`src/rtl/gray_step_counter.sv`:
```
// Prescaled up/down binary counter with registered Gray-code mirror.
// Steps once per DIV enabled cycles; synchronous load overrides stepping.
module gray_step_counter #(
    parameter int unsigned WIDTH       = 4,
    parameter int unsigned CLK_FREQ_HZ = 50_000_000,
    parameter int unsigned TICK_HZ     = 1,
    parameter int unsigned PRE_W       = 32
) (
    input  logic             i_clk,
    input  logic             i_rst_n,
    input  logic             i_en,
    input  logic             i_dir,
    input  logic             i_load,
    input  logic [WIDTH-1:0] i_load_val,
    output logic [WIDTH-1:0] o_bin,
    output logic [WIDTH-1:0] o_gray,
    output logic             o_tick,
    output logic             o_wrap
);

    localparam int unsigned      DIV      = CLK_FREQ_HZ / TICK_HZ;
    localparam logic [PRE_W-1:0] PRE_LAST = PRE_W'(DIV - 1);

    logic [PRE_W-1:0] pre_q,  pre_d;
    logic [WIDTH-1:0] bin_q,  bin_d;
    logic [WIDTH-1:0] gray_q, gray_d;
    logic             tick_q, tick_d;
    logic             wrap_q, wrap_d;
    logic             tick;

    always_comb begin
        // Load takes priority, so a coincident tick is simply dropped.
        tick   = i_en && !i_load && (pre_q == PRE_LAST);
        pre_d  = pre_q;
        bin_d  = bin_q;
        tick_d = 1'b0;
        wrap_d = 1'b0;
        if (i_load) begin
            pre_d = '0;
            bin_d = i_load_val;
        end else if (i_en) begin
            if (tick) begin
                pre_d  = '0;
                tick_d = 1'b1;
                if (i_dir) begin
                    wrap_d = &bin_q;
                    bin_d  = bin_q + WIDTH'(1);
                end else begin
                    wrap_d = ~|bin_q;
                    bin_d  = bin_q - WIDTH'(1);
                end
            end else begin
                pre_d = pre_q + PRE_W'(1);
            end
        end
        // Gray is derived from the next binary value so both registers update together.
        gray_d = bin_d ^ (bin_d >> 1);
    end

    always_ff @(posedge i_clk or negedge i_rst_n) begin
        if (!i_rst_n) begin
            pre_q  <= '0;
            bin_q  <= '0;
            gray_q <= '0;
            tick_q <= 1'b0;
            wrap_q <= 1'b0;
        end else begin
            pre_q  <= pre_d;
            bin_q  <= bin_d;
            gray_q <= gray_d;
            tick_q <= tick_d;
            wrap_q <= wrap_d;
        end
    end

    assign o_bin  = bin_q;
    assign o_gray = gray_q;
    assign o_tick = tick_q;
    assign o_wrap = wrap_q;

endmodule

```
`config.mk`:
```
export PLATFORM = sky130hd
export DESIGN_NAME = gray_step_counter
export DESIGN_NICKNAME = d
export VERILOG_FILES = /design/src/rtl/gray_step_counter.sv
export SDC_FILE = /design/constraint.sdc
export NUM_CORES = 1
export LEC_CHECK = 0
export CAP_MARGIN = 10
export CORE_ASPECT_RATIO = 0.7
export CORE_MARGIN = 2
export CORE_UTILIZATION = 53
export CTS_CLUSTER_DIAMETER = 200
export DETAILED_ROUTE_END_ITERATION = 7
export PLACE_DENSITY = 0.76
export SLEW_MARGIN = 20
export SYNTH_ARGS = -nofsm -noshare
export SYNTH_HDL_FRONTEND = slang
export SYNTH_SLANG_ARGS = --single-unit
```
`constraint.sdc`:
```
create_clock -name i_clk -period 1.7 [get_ports i_clk]
set_input_delay 0.34 -clock i_clk [delete_from_list [all_inputs] [get_ports i_clk]]
set_output_delay 0.34 -clock i_clk [all_outputs]
set_load 0.01 [all_outputs]
```
[Yosys cells after proc, flatten, opt, wreduce, memory -nomap -nowiden]
Cells that the tools add are included.
Widths: inputs -> output; s select.
Word-level totals
  register bits after elaboration: 42
  bits of input ports: 9
  output and inout port bits: 10
  logic and storage cells: 31
Cells by class
  add/sub/neg operators: 3
  equal/unequal tests: 1
  muxes and demuxes: 14
  bitwise logic cells: 1
  reductions and logical operators: 7
Operators by type and width (count)
  $mux 32: 3
  $add 32x1->32 const B: 1
  $eq 32x26->1 const B: 1
  $mux 4: 4
  $mux 1: 7
  $add 4x1->4 const B: 1
  $reduce_and 4->1: 1
  $reduce_or 4->1: 1
  $sub 4x1->4 const B: 1
  $xor 4x3->4: 1
  $logic_and 1x1->1: 2
  $logic_not 1->1: 2
  $reduce_bool 2->1: 1

[Depth between registers and ports, before layout]
Gate-level depths: netlist of run 1.
  depth in word-level cells: 7
  gate-level depth with buffers: 8
  depth with buffers taken out: 7

[Least setup slack after synthesis of run 1]
No wires, ideal clock.
  kind: flip-flop to flip-flop
  start point: register bin_q[0] (netlist: o_bin[0])
  end point: register gray_q[2] (netlist: o_gray[2])
  arrival time: 1.824 ns
  path slack: -0.240 ns
  cell stages (with the launch flop): 7
  clock period less this slack: 1.940 ns
  cell sequence: dfrtp_1 inv_1 fa_1 xnor2_1 xnor3_1 nand3b_1 o311ai_0
Between the ends
  longest elaborated chain between the ends: 6
RTL lines
  start, declared: RTL line 25  | logic [WIDTH-1:0] bin_q, bin_d;
  start signal, assigned: RTL line 69  | bin_q <= bin_d;
  $sub 4x1->4 / $add 4x1->4 (equally long branches): RTL line 50, 47
  $mux 4 (*): RTL line 45  | if (i_dir) begin
  $mux 4 (*): RTL line 42  | if (tick) begin
  $mux 4 (*): RTL line 41  | end else if (i_en) begin
  $mux 4 (*): RTL line 38  | if (i_load) begin
  $xor 4x3->4 (*): RTL line 57  | gray_d = bin_d ^ (bin_d >> 1);
  via gray_d[2]: RTL line 26  | logic [WIDTH-1:0] gray_q, gray_d;
  end signal, assigned: RTL line 70  | gray_q <= gray_d;
  end, declared: RTL line 26
Mark *: on every way through the listed nets, which the timed path passes. The rest lies on a longest branch.
A chain may end at the register's enable or synchronous reset.

[Worst setup path in the final report of run 1]
  start point: register pre_q[8]
  end point: register gray_q[1] (netlist: o_gray[1])
Between the ends
  longest elaborated chain between the ends: 6
RTL lines
  start, declared: RTL line 24  | logic [PRE_W-1:0] pre_q, pre_d;
  start signal, assigned: RTL line 68  | pre_q <= pre_d;
  $eq 32x26->1: RTL line 33  | tick = i_en && !i_load && (pre_q == PRE_LAST);
  $logic_and 1x1->1: RTL line 33
  $mux 4: RTL line 42
  $mux 4: RTL line 41
  $mux 4: RTL line 38
  $xor 4x3->4: RTL line 57
  via gray_d[1]: RTL line 26
The timed path passes the listed nets, and every way through them passes these cells.

==> results of run 1 <==
[critical path, cell delays in order (launching register included)]
cell and delay [ns]:
dfrtp_1 0.44, nor4_2 0.47, nand4b_1 0.35, nor3_4 0.48, mux2i_1 0.24, o21ai_0 0.12
[final cells by class]
type	count	area [µm²]	area share
multi-input combinational	236	1950	0.440
timing repair buffer	138	1240	0.279
sequential	41	1030	0.233
clock buffer	7	96.3	0.0217
tap	69	86.3	0.0195
inverter	7	26.3	0.00593
clock inverter	1	5.00	0.00113
[sequential cells by signal, summed over array words and instances (netlist names)]
name and flops:
o_bin 4, o_gray 3, o_tick 1, o_wrap 1, pre_q 32
[cells by family (layout without fill, tap and decap cells)]
group / Yosys count / in the layout / share of synthesized area
compound gates: 84 / 84 / 0.202
xor+xnor: 10 / 10 / 0.0368
fa+ha+maj: 4 / 4 / 0.0209
buf+inv: 27 / 153 / 0.0590
flops: 41 / 41 / 0.372
mux: 4 / 4 / 0.0145
simple gates: 134 / 134 / 0.295
[placed cells by master, fill, tap and decap left out, types with 10 or more instances in the layout]
cell type        count
a21o_1              10
a21oi_2             13
a31oi_1             18
buf_4               99
buf_6               14
clkdlybuf4s50_1     12
dfrtp_1             36
nand2_1             27
nand3_1             13
nand4_1             15
nor2_1              13
[per-stage QoR]
| step | instance area [µm²] | utilization | total power [mW] | instances | setup TNS (ns) |
|---|---|---|---|---|---|
| after detailed placement | 3680 | 0.754 | 1.48 | 466 | -15.99 |
| after global placement | 3680 | 0.754 | 1.46 | 466 | -13.65 |
| after CTS | 4170 | 0.853 | 2.24 | 493 | -5.88 |
| after global routing | 4430 | 0.907 | 2.36 | 499 | -13.20 |
| final | 4430 | 0.907 | 2.30 | 499 | -11.37 |
| after floorplan | 2830 | - | 1.27 | 304 | -3.09 |
[final timing paths]
check                                 end  slack [ns]  depth (start not counted)
worst min-delay path            pre_q[21]        0.11                          2
worst max-delay path            o_gray[1]       -0.52                          5
worst min register to register  pre_q[17]        0.58                          1
min in group i_clk              pre_q[17]        0.58                          1
worst max register to register  o_gray[1]       -0.52                          5
max in group asynchronous        pre_q[9]        1.19                          2
[repair_timing]
item,in CTS,in global routing
cloned,3,1
setup endpoints to repair,39,40
setup buffers,17,6
gates resized for setup,55,43
pin swaps,15,11
[layer usage]
metal / vias up / track usage
li1: 1409 / -
met1: 1659 / 0.520
met2: 377 / 0.574
met3: 137 / 0.0696
met4: 0 / 0.106
met5: - / 0
[report_power, final]
part	leakage [nW]	internal [mW]	switching (mW)	total [mW]
logic	1.41	0.264	0.269	0.533
clock network	0.0542	0.368	0.365	0.733
registers	0.548	1.00	0.0252	1.03
==> metrics.cfg, run 1 <==
[global_routing]
grt_pass1_vias=3059
grt_max_degree=42
track_usage=0.366
grt_pass1_wl_um=16400
antenna_found_initial=0
grt-ovfl-total=0

[drt]
drt_iter0_drc=534
wl_met3_um=1660
highest_layer=met4
drt-pass1-iter-count=6
wl_met1_um=4530
met2WireLength_um=5310
final_antenna_net_count=0
avgRoutedWirePerCell_um=25.0
vias=3582
wl_um=12500
drc=0
via_per_inst=7.18

[timing]
fin_crit_sh=1.30
rsz0062_at_grt=yes
setup_slack_ns=-0.517
max_freq_ghz=0.451
finClkSkew_ns=0.00842
timing.final.max_slew_violations=0
worst_hold_slack_ns=0.112
finalHoldViolations=0
setup_viol=38
layout_min_cycle_time_ns=2.22
max-slew-margin-rel=0.645
tightest_slew_ns=0.527

[placement]
hpwl_um=6350
pre_cts_slack_ns=-0.623
port_buffers=18
place_congestion=0.925

[final_layout]
num_antenna_cells=0
area_delta_synth_final_pct=60.8
fill_cells=201
fin_nets=442
final_layout_size_suffix_gt1_frac=0.486

[pwr]
ir_drop_mv=0.396
p_per_area_mw_per_mm2=518
leakage_nw=2.01

[yosys]
async_flop_share=1.00
syn_inst=304
synth_commonest_cells=dfrtp_1 (41), nand2_1 (29), a21oi_1 (21), a31oi_1 (21), o21ai_0 (16)
synth_nets=317
yosys_warnings=0
synth.most_common_cell=dfrtp_1
synth_seq_cells=41
syn_area_mm2=0.00276
ys_seq_area_frac=0.372
synthDistinctLibCells=54
syn_area_per_cell_um2=9.07
synth_edf_count=0
synth_area_leaders=dfrtp_1 (37%), a31oi_1 (4.8%), nand2_1 (3.9%)
synth_top_cell_by_area=dfrtp_1
synthFlopType=dfrtp_1
synth_top_area_frac=0.372

[hold_path]
hp-class=primary input to asynchronous set/reset pin

[worst_setup_path]
startpoint_type=flip-flop
crit_type=flip-flop to flip-flop
end_kind=flip-flop
timing.rr.start=pre_q[8]
crit_arrival_ns=2.39
critPathMaxFanout=5
required_ns=1.87
crit_start=pre_q[8]

[floorplan]
core-area_mm2=0.00489
rows=21
die_w_um=90.2
pin_count=19
die_area_mm2=0.00580
dieHeight_um=64.3
start_util=0.564

[clocking]
cts.sinks=41
numCtsBuffers=5
cts_buffer_depth=2
clk_pin_slew_ns=0.09
clkLatencyLatePin_ns=0.30
cts_max_level=2
root_buffer=clkbuf_8
cts_tree=done
hold_buffers=0

[run]
cap_violations=0

[outcome]
outcome=complete, but fails checks
violations=setup timing

No activity file was read; power rests on OpenSTA's default activity.
==> run 2: changes to the inputs <==
Settings changed: CAP_MARGIN 10 to 20, CTS_CLUSTER_DIAMETER 200 to 150.
==> results of run 2 <==
Final layout, timing and power as in run 1 (identical DEF).
